**config.mk**
```make
export PLATFORM = sky130hd
export DESIGN_NAME = alu_writeback_flat
export DESIGN_NICKNAME = d
export VERILOG_FILES = /design/src/rtl/alu_writeback_pkg.sv /design/src/rtl/alu_writeback_if.sv /design/src/rtl/alu_writeback_psr_reg.sv /design/src/rtl/alu_writeback.sv /design/src/flat_wrapper.sv
export SDC_FILE = /design/constraint.sdc
export NUM_CORES = 1
export LEC_CHECK = 0
export ABC_AREA = 1
export BUFFER_PORTS_ARGS = -buffer_cell sky130_fd_sc_hd__buf_2
export CORE_ASPECT_RATIO = 0.5
export CORE_MARGIN = 5
export CORE_UTILIZATION = 50
export CTS_CLUSTER_DIAMETER = 100
export DETAILED_ROUTE_END_ITERATION = 8
export PLACE_DENSITY = 0.88
export SLEW_MARGIN = 20
export SYNTH_ARGS = -nofsm -noshare
export SYNTH_HDL_FRONTEND = slang
export SYNTH_SLANG_ARGS = --single-unit
```
**constraint.sdc**
```tcl
create_clock -name clk -period 2.7 [get_ports clk]
set_input_delay 0.81 -clock clk [delete_from_list [all_inputs] [get_ports clk]]
set_output_delay 0.81 -clock clk [all_outputs]
set_load 0.03 [all_outputs]
```
**src/rtl/alu_writeback_pkg.sv**
```systemverilog
// Shared CPU definitions: opcode constants, PSR bit layout and the decode
// helpers that classify an opcode by its register and flag side effects.
package alu_writeback_pkg;

   localparam logic [7:0] OP_AND  = 8'h01;
   localparam logic [7:0] OP_OR   = 8'h02;
   localparam logic [7:0] OP_XOR  = 8'h03;
   localparam logic [7:0] OP_NOT  = 8'h04;
   localparam logic [7:0] OP_ADD  = 8'h05;
   localparam logic [7:0] OP_ADDU = 8'h06;
   localparam logic [7:0] OP_ADDC = 8'h07;
   localparam logic [7:0] OP_RSH  = 8'h08;
   localparam logic [7:0] OP_SUB  = 8'h09;
   localparam logic [7:0] OP_CMP  = 8'h0B;
   localparam logic [7:0] OP_ALSH = 8'h0C;
   localparam logic [7:0] OP_ARSH = 8'h0F;
   localparam logic [7:0] OP_LSH  = 8'h84;

   localparam int PSR_C = 0;
   localparam int PSR_L = 2;
   localparam int PSR_F = 5;
   localparam int PSR_Z = 6;
   localparam int PSR_N = 7;

   // Bits 1, 3 and 4 are unimplemented and must always read as zero.
   localparam logic [7:0] PSR_VALID_MASK = 8'hE5;

   typedef enum logic [1:0] {
      PSR_CLS_NONE,
      PSR_CLS_ARITH,
      PSR_CLS_CMP
   } psr_class_e;

   function automatic logic is_reg_write(input logic [7:0] op);
      logic wr;
      wr = 1'b0;
      case (op)
         OP_AND, OP_OR, OP_XOR, OP_NOT, OP_ADD, OP_ADDU, OP_ADDC,
         OP_RSH, OP_SUB, OP_ALSH, OP_ARSH, OP_LSH: wr = 1'b1;
         default: wr = 1'b0;
      endcase
      return wr;
   endfunction

   function automatic psr_class_e psr_class(input logic [7:0] op);
      psr_class_e cls;
      cls = PSR_CLS_NONE;
      case (op)
         OP_ADD, OP_SUB: cls = PSR_CLS_ARITH;
         OP_CMP:         cls = PSR_CLS_CMP;
         default:        cls = PSR_CLS_NONE;
      endcase
      return cls;
   endfunction

   function automatic logic [7:0] psr_mask(input psr_class_e cls);
      logic [7:0] m;
      m = '0;
      case (cls)
         PSR_CLS_ARITH: begin
            m[PSR_C] = 1'b1;
            m[PSR_F] = 1'b1;
         end
         PSR_CLS_CMP: begin
            m[PSR_L] = 1'b1;
            m[PSR_Z] = 1'b1;
            m[PSR_N] = 1'b1;
         end
         default: m = '0;
      endcase
      return m;
   endfunction

endpackage

```
**src/rtl/alu_writeback_if.sv**
```systemverilog
// ALU-result input handshake and register-file write-back port, bundled.
interface alu_writeback_if #(
   parameter int DATA_W = 16,
   parameter int REG_AW = 4
);
   logic              in_valid;
   logic              in_ready;
   logic [DATA_W-1:0] rout;
   logic [7:0]        flags_alu;
   logic [7:0]        opcode;
   logic [REG_AW-1:0] dest;
   logic              wb_en;
   logic              wb_ready;
   logic [REG_AW-1:0] wb_addr;
   logic [DATA_W-1:0] wb_data;
   logic [7:0]        psr;
   logic [15:0]       retired;

   modport slave (
      input  in_valid, rout, flags_alu, opcode, dest, wb_ready,
      output in_ready, wb_en, wb_addr, wb_data, psr, retired
   );

   modport master (
      output in_valid, rout, flags_alu, opcode, dest, wb_ready,
      input  in_ready, wb_en, wb_addr, wb_data, psr, retired
   );
endinterface

```
**src/rtl/alu_writeback_psr_reg.sv**
```systemverilog
// Masked 8-bit flag register: only bits selected by mask load from d on we.
module psr_reg
   import alu_writeback_pkg::*;
(
   input  logic       clk,
   input  logic       reset,
   input  logic       we,
   input  logic [7:0] mask,
   input  logic [7:0] d,
   output logic [7:0] q
);

   logic [7:0] eff_mask;

   assign eff_mask = mask & PSR_VALID_MASK;

   // NOTE: reset sits in the sensitivity list so the flags clear without a clock edge.
   always_ff @(posedge clk or posedge reset) begin
      if (reset) begin
         q <= 8'h00;
      end else if (we) begin
         q <= (q & ~eff_mask) | (d & eff_mask);
      end
   end

endmodule

```
**src/rtl/alu_writeback.sv**
```systemverilog
// ALU write-back stage: one-entry output register toward the register file,
// PSR update on accept, and a retired-instruction counter.
module alu_writeback
   import alu_writeback_pkg::*;
#(
   parameter int DATA_W = 16,
   parameter int REG_AW = 4
) (
   input  logic            clk,
   input  logic            reset,
   alu_writeback_if.slave  bus
);

   logic              in_ready;
   logic              accept;
   logic              wb_en_q;
   logic [REG_AW-1:0] wb_addr_q;
   logic [DATA_W-1:0] wb_data_q;
   logic [15:0]       retired_q;
   logic [7:0]        psr_wr_mask;

   // A new result may enter whenever the slot is empty or draining this cycle.
   assign in_ready    = !wb_en_q || bus.wb_ready;
   assign accept      = bus.in_valid && in_ready;
   assign psr_wr_mask = psr_mask(psr_class(bus.opcode));

   // NOTE: non-blocking assignments keep every register sampling pre-edge values.
   always_ff @(posedge clk or posedge reset) begin
      if (reset) begin
         wb_en_q   <= 1'b0;
         wb_addr_q <= '0;
         wb_data_q <= '0;
         retired_q <= '0;
      end else if (accept) begin
         retired_q <= retired_q + 16'd1;
         wb_en_q   <= is_reg_write(bus.opcode);
         if (is_reg_write(bus.opcode)) begin
            wb_addr_q <= bus.dest;
            wb_data_q <= bus.rout;
         end
      end else if (wb_en_q && bus.wb_ready) begin
         wb_en_q <= 1'b0;
      end
   end

   psr_reg u_psr_reg (
      .clk   (clk),
      .reset (reset),
      .we    (accept),
      .mask  (psr_wr_mask),
      .d     (bus.flags_alu),
      .q     (bus.psr)
   );

   assign bus.in_ready = in_ready;
   assign bus.wb_en    = wb_en_q;
   assign bus.wb_addr  = wb_addr_q;
   assign bus.wb_data  = wb_data_q;
   assign bus.retired  = retired_q;

endmodule

```
**src/flat_wrapper.sv**
```systemverilog
// flat-port wrapper written by rule: the top's interface ports become plain ports
module alu_writeback_flat import alu_writeback_pkg::*;
#(
   parameter int DATA_W = 16,
   parameter int REG_AW = 4
)
  (clk, reset, bus_in_valid, bus_rout, bus_flags_alu, bus_opcode, bus_dest, bus_wb_ready, bus_in_ready, bus_wb_en, bus_wb_addr, bus_wb_data, bus_psr, bus_retired);
  alu_writeback_if #(.DATA_W(DATA_W), .REG_AW(REG_AW)) bus_i ();
  input  logic clk;
  input  logic reset;
  input wire logic [$bits(bus_i.in_valid)-1:0] bus_in_valid;
  input wire logic [$bits(bus_i.rout)-1:0] bus_rout;
  input wire logic [$bits(bus_i.flags_alu)-1:0] bus_flags_alu;
  input wire logic [$bits(bus_i.opcode)-1:0] bus_opcode;
  input wire logic [$bits(bus_i.dest)-1:0] bus_dest;
  input wire logic [$bits(bus_i.wb_ready)-1:0] bus_wb_ready;
  output wire logic [$bits(bus_i.in_ready)-1:0] bus_in_ready;
  output wire logic [$bits(bus_i.wb_en)-1:0] bus_wb_en;
  output wire logic [$bits(bus_i.wb_addr)-1:0] bus_wb_addr;
  output wire logic [$bits(bus_i.wb_data)-1:0] bus_wb_data;
  output wire logic [$bits(bus_i.psr)-1:0] bus_psr;
  output wire logic [$bits(bus_i.retired)-1:0] bus_retired;
  assign bus_i.in_valid = bus_in_valid;
  assign bus_i.rout = bus_rout;
  assign bus_i.flags_alu = bus_flags_alu;
  assign bus_i.opcode = bus_opcode;
  assign bus_i.dest = bus_dest;
  assign bus_i.wb_ready = bus_wb_ready;
  assign bus_in_ready = bus_i.in_ready;
  assign bus_wb_en = bus_i.wb_en;
  assign bus_wb_addr = bus_i.wb_addr;
  assign bus_wb_data = bus_i.wb_data;
  assign bus_psr = bus_i.psr;
  assign bus_retired = bus_i.retired;
  alu_writeback #(.DATA_W(DATA_W), .REG_AW(REG_AW)) u_core (.clk(clk), .reset(reset), .bus(bus_i));
endmodule
```
==> results of run 1 <==
worst reg2reg max path: stages, from the launching register on:
cell	delay (ns)
dfrtp_1	0.42
a21boi_4	0.41
nand2_1	0.52
nand2_1	0.20
nand2_1	0.08
per-stage QoR:
stage	power, mW	cell area (sq um)
after floorplan	1.39	1980
after global placement	1.61	2410
after detailed placement	1.64	2410
after CTS	2.02	2480
after global routing	2.13	2480
final	2.01	2480
per-layer routing:
metal	vias up	wire length, microns	part of all wire, %	track usage (%)
li1	883	-	-	-
met1	841	1900	40	20.3
met2	59	2530	53	35.1
met3	10	267	5.6	4.71
met4	0	93	1.9	8.62
met5	-	0	0	0
worst max path at each step:
stage	to	slack (ns)	cells after the start
floorplan	u_core.bus.retired[13]$_DFFE_PP0P_	0.76	7
global placement	u_core.bus.wb_data[0]$_DFFE_PP0P_	0.50	6
detailed placement	u_core.bus.wb_addr[0]$_DFFE_PP0P_	0.40	9
CTS	bus_in_ready	0.57	4
global route	bus_in_ready	0.52	4
finish	bus_in_ready	0.57	4
kinds of logic after synthesis:
kind of cell             share of synthesized area, %
AO/OA/AOI/OAI                                    2.48
buffers and inverters                            6.79
flip-flops                                       53.3
XOR/XNOR                                         5.78
adder cells (fa/ha/maj)                         0.635
AND/OR/NAND/NOR                                  30.8
other                                           0.190
Yosys cell counts (all sizes together):
master	number
a21boi	1
buf	7
clkbuf	2
conb	1
dfrtp	42
ha	1
inv	21
nand2	80
nand3	31
nand3b	1
nand4	3
nor2	17
nor3	6
nor3b	1
o21ai	6
xnor2	5
xor2	8
where the power goes:
| part | internal, mW | switching, mW | leakage, nW |
|---|---|---|---|
| clock network | 0.178 | 0.208 | 0.0383 |
| logic | 0.213 | 0.523 | 0.867 |
| registers | 0.771 | 0.118 | 0.533 |
cell type report:
class,instances,area [sq um]
fillers,345,1360
flip-flops and latches,42,1050
multi-input cells,163,793
repair buffers,82,418
inverters,21,78.8
clock buffers,7,76.3
well taps,54,67.6
layout by cell type, fill, tap and decap left out, types with 5 or more instances in the layout:
master	n
buf_2	79
clkbuf_8	5
dfrtp_1	42
inv_1	20
nand2_1	78
nand3_1	30
nor2_1	16
nor3_1	5
o21ai_0	6
xnor2_1	5
xor2_1	8
==> reports/results.ini, run 1 <==
[floorplan]
boundaryPins = 86
initial_core_util_pct = 51.3
row_count = 16
die_x_microns = 98.8
die_h_microns = 54.4
core_area_sq_mm = 0.00384
die_area_sq_mm = 0.00537

[worst_setup_path]
slowest_stage = buf_2
crit_chain = buf_2 -> inv_1 -> nand2_1 -> buf_2
critPathMaxStageDelay_ns = 0.20
r2r_slack_ns = 0.96
start_kind = primary input
critPathCaptureType = output port
rr_endpoint = u_core.bus.wb_addr[0]$_DFFE_PP0P_
r2r.worst_path.cells = 4
cp_common_cell = buf_2
cp_top_family = buffers and inverters
startpoint = bus_wb_ready
cp_max_fo = 3
worstPathArrival_ns = 1.32
path_buf_inv = 3
required_ns = 1.89
r2r_start = u_core.bus.wb_en$_DFFE_PP0P_
crit_type = in -> out

[global_routing]
antenna_found_initial = 0
grt_pass1_vias = 1794
globalRoute.totalOverflow = 0
grtUsageTotal_pct = 18.5
grt_max_degree = 43
grt_pass1_wl_microns = 7830

[power_and_ir_drop]
vdd_drop_max_v = 0.000434
power_density_mw_per_mm2 = 809
leakagePower_nw = 1.44

[place]
dp_slack_ns = 0.404
dpl.cell_count = 362
port-buffer-count = 79
hpwl_microns = 3690
gp_congestion = 0.803

[sta]
grt_setup_unrepaired = false
hold_viol_final = 0
tns_ns = 0
fin_crit_ns = 2.13
finClkSkew_ns = 0.00442
tightest_slew_ns = 0.658
maxSlewHeadroom_pct = 56.0
setup_viol = 0
min_period_over_period_pct = 78.9
finalWorstSetupSlack_ns = 0.570
fin_hold_ws_ns = 0.467
final-max-slew-violation-count = 0
fmax_mhz = 469

[worst_hold_path]
holdPathStages = 2
hold_end = u_core.bus.wb_data[7]$_DFFE_PP0P_
hp-start = u_core.bus.wb_data[7]$_DFFE_PP0P_
hold_path_class = reg -> reg

[drt]
vias = 1793
drt-pass1-iter-count = 5
drc = 0
wire_per_inst_microns = 13.0
drt_iter0_markers = 84
via_per_inst = 4.86
antenna_left = 0
wl_microns = 4790

[logic_synthesis]
yosys.area.top_type = dfrtp_1
synth-seq-area-share_pct = 53.3
yosysWarnings = 0
synth_area_sq_mm = 0.00197
syn_area_per_cell_sq_um = 8.46
synth.area.top_cells = dfrtp_1, nand2_1, nand3_1
ys_ff_latch = 42
synth_top_cell_area_share_pct = 53.3
synth_cell_types = 23
synth_cells = 233

[clock_tree]
cts_tree = yes
cts-hold-fix-buffers = 0
cts_htree_levels = 2
cts_setup_buffers = 0
clk_latency_ns = 0.29
cts_made_buffers = 5
cts_resized = 0
cts-root-buf = clkbuf_8
cts_sinks = 42
clk_path_buf_depth = 2
path_clk_slew_ns = 0.08

[cells_and_area]
instances_no_fill = 369
utilization_pct = 64.6
final_layout_size_suffix_gt1_share_pct = 29.8
finalNetCount = 356
syn_to_final_growth_pct = 26.1
antenna_cells = 0

[job]
cap_violations = 0

[outcome]
status = finished clean

Note: power is estimated with default switching activity, not from simulation.
==> run 2, diff against run 1 <==
--- a/config.mk
+++ b/config.mk
@@ -9,10 +9,10 @@
 export BUFFER_PORTS_ARGS = -buffer_cell sky130_fd_sc_hd__buf_2
 export CORE_ASPECT_RATIO = 0.5
 export CORE_MARGIN = 5
-export CORE_UTILIZATION = 50
+export CORE_UTILIZATION = 47
 export CTS_CLUSTER_DIAMETER = 100
 export DETAILED_ROUTE_END_ITERATION = 8
-export PLACE_DENSITY = 0.88
+export PLACE_DENSITY = 0.83
 export SLEW_MARGIN = 20
 export SYNTH_ARGS = -nofsm -noshare
 export SYNTH_HDL_FRONTEND = slang
==> constraint.sdc (replaced) <==
create_clock -name clk -period 2 [get_ports clk]
set_input_delay 0.6 -clock clk [delete_from_list [all_inputs] [get_ports clk]]
set_output_delay 0.6 -clock clk [all_outputs]
set_load 0.03 [all_outputs]
==> run 2 against run 1 <==
Compared with the run above: die area grew 5.5%; sequential share of layout area down 0.81 points; clock-buffer cell count down 1; critical path depth unchanged; clock power increased by 72%; non-clock buffer count increased by 2; worst setup slack worse by 0.26 ns; core utilization fell by 0.73 points; hold slack worse by 0.045 ns; critical path type unchanged; largest cell class unchanged.
==> reports/results.ini, run 2 (same netlist as run 1, synthesis figures left out) <==
[cells_and_area]
final_layout_size_suffix_gt1_share_pct = 30.8  ; +0.98 points
antenna_cells = 0  ; unchanged
n_fill_cell = 335  ; -2.9%
layout_commonest_cell = buf_2
seqCellArea_sq_mm = 0.00105  ; unchanged
syn_to_final_growth_pct = 28.6
finalNetCount = 358  ; +0.56%
final_cell_mix = buf_2, nand2_1, dfrtp_1, nand3_1, inv_1
multi_input_area_sq_um = 793  ; unchanged

[sta]
fin_crit_ns = 1.69
finClkSkew_ns = 0.00650  ; +0.00209 ns
grt_setup_unrepaired = false
fmax_mhz = 593
finalWorstSetupSlack_ns = 0.313  ; -0.257 ns
setup_viol = 0  ; unchanged
final-max-slew-violation-count = 0  ; unchanged
min_period_over_period_pct = 84.3
hold_viol_final = 0  ; unchanged
maxSlewHeadroom_pct = 64.3  ; +8.2 points
tns_ns = 0  ; unchanged
tightest_slew_ns = 0.536  ; -0.122 ns
fin_hold_ws_ns = 0.422  ; -0.0453 ns

[outcome]
status = finished clean

[global_routing]
globalRoute.totalOverflow = 0  ; unchanged
grt_pass1_wl_microns = 7590  ; -3.1%
grtUsageTotal_pct = 16.7  ; -1.8 points
antenna_found_initial = 0  ; unchanged
grt_max_degree = 43  ; unchanged
grt_pass1_vias = 1681  ; -6.3%

[floorplan]
boundaryPins = 86  ; unchanged
row_count = 16  ; unchanged
die_area_sq_mm = 0.00567  ; +5.5%
initial_core_util_pct = 49.7  ; -1.6 points
core_area_sq_mm = 0.00396  ; +3.1%
die_h_microns = 55.8  ; +2.6%
die_x_microns = 102  ; +2.8%

[worst_setup_path]
crit_chain = buf_2 -> inv_1 -> nand2_1 -> buf_2
r2r_slack_ns = 0.59  ; -0.37 ns
critPathCaptureType = output port
start_kind = primary input
required_ns = 1.40  ; -0.49 ns
critPathMaxStageDelay_ns = 0.20  ; about the same
path_buf_inv = 3  ; unchanged
cp_top_family = buffers and inverters
cp_max_fo = 3  ; unchanged
crit_type = in -> out
slowest_stage = buf_2
worstPathArrival_ns = 1.09  ; -0.23 ns
cp_common_cell = buf_2

[clock_tree]
clk_path_buf_depth = 2  ; unchanged
cts-hold-fix-buffers = 0  ; unchanged
cts_sinks = 42  ; unchanged
cts_resized = 0  ; unchanged
cts_htree_levels = 2  ; unchanged
cts_made_buffers = 5  ; unchanged
cts_tree = yes
cts_setup_buffers = 0  ; unchanged
cts-root-buf = clkbuf_8
clk_latency_ns = 0.30  ; about the same
path_clk_slew_ns = 0.08  ; about the same

[worst_hold_path]
hold_path_class = in -> async

[power_and_ir_drop]
power_density_mw_per_mm2 = 1130  ; +39%
vdd_drop_max_v = 0.000702  ; +62%
leakagePower_nw = 1.46  ; +1.5%

[place]
port-buffer-count = 79  ; unchanged
hpwl_microns = 3510  ; -5.0%
dp_slack_ns = 0.177  ; -0.228 ns
gp_congestion = 0.826  ; +3.0%

[drt]
via_per_inst = 4.67  ; -3.8%
drt_iter0_markers = 76  ; -9.5%
wl_microns = 4630  ; -3.4%
vias = 1739  ; -3.0%
drc = 0  ; unchanged
drt-pass1-iter-count = 4  ; -1
antenna_left = 0  ; unchanged
wire_per_inst_microns = 12.5  ; -4.1%

[job]
cap_violations = 0  ; unchanged

run 2: cell types whose count changed in the layout (fill, tap and decap cells not counted):
cell / previous run / this run
buf_4: 3 / 5
bufinv_16: 0 / 1
clkbuf_1: 2 / 1
clkinvlp_4: 0 / 1
run 2: where the power goes:
group          switching, mW  total [mW]  internal (mW)
clock network          0.291       0.663          0.372
logic                  0.702       0.991          0.289
registers              0.160        1.20           1.04
total                   1.15        2.85           1.70
run 2: area by class of cell:
| type | count | area share, % |
|---|---|---|
| clock inverters | 2 | 1.48 |
| clock buffers | 6 | 2.86 |
| inverters | 21 | 3.11 |
| well taps | 54 | 2.67 |
| multi-input cells | 163 | 31.3 |
| repair buffers | 84 | 17.1 |
| flip-flops and latches | 42 | 41.5 |
run 2: worst register-to-register path: stages (launching register included):
cell and delay, ns:
dfrtp_1 0.42, nand2_1 0.13, nand2_2 0.12, nor3_4 0.23, nand3_1 0.17, o21ai_0 0.17, nand2_1 0.07
run 2: metal layers:
metal  vias to the layer above  global-route usage (%)  part of all wire (%)
li1                        894                       -                     -
met1                       798                    19.9                    42
met2                        37                    29.0                    50
met3                        10                    3.88                   6.0
met4                         0                    6.82                   2.0
met5                         -                       0                     0
run 2: path summary, 6_finish.rpt:
| path | from | cells past startpoint | endpoint |
|---|---|---|---|
| worst max-delay path | bus_wb_ready | 4 | bus_in_ready |
| max in group asynchronous | reset | 3 | u_core.bus.wb_data[5]$_DFFE_PP0P_ |
| worst min register to register | u_core.bus.wb_data[15]$_DFFE_PP0P_ | 2 | u_core.bus.wb_data[15]$_DFFE_PP0P_ |
| worst max register to register | u_core.bus.wb_en$_DFFE_PP0P_ | 6 | u_core.bus.retired[13]$_DFFE_PP0P_ |
| min in group clk | u_core.bus.wb_data[15]$_DFFE_PP0P_ | 2 | u_core.bus.wb_data[15]$_DFFE_PP0P_ |
| worst min-delay path | reset | 3 | u_core.bus.retired[3]$_DFFE_PP0P_ |
run 2: per-stage QoR:
stage	cells	util [%]	total power, mW	instance area (sq um)
global placement	364	61.1	2.17	2420
finish	372	63.9	2.85	2530
CTS	372	63.9	2.88	2530
global route	372	63.9	3.00	2530
floorplan	235	-	1.88	1980
detailed placement	364	61.1	2.21	2420
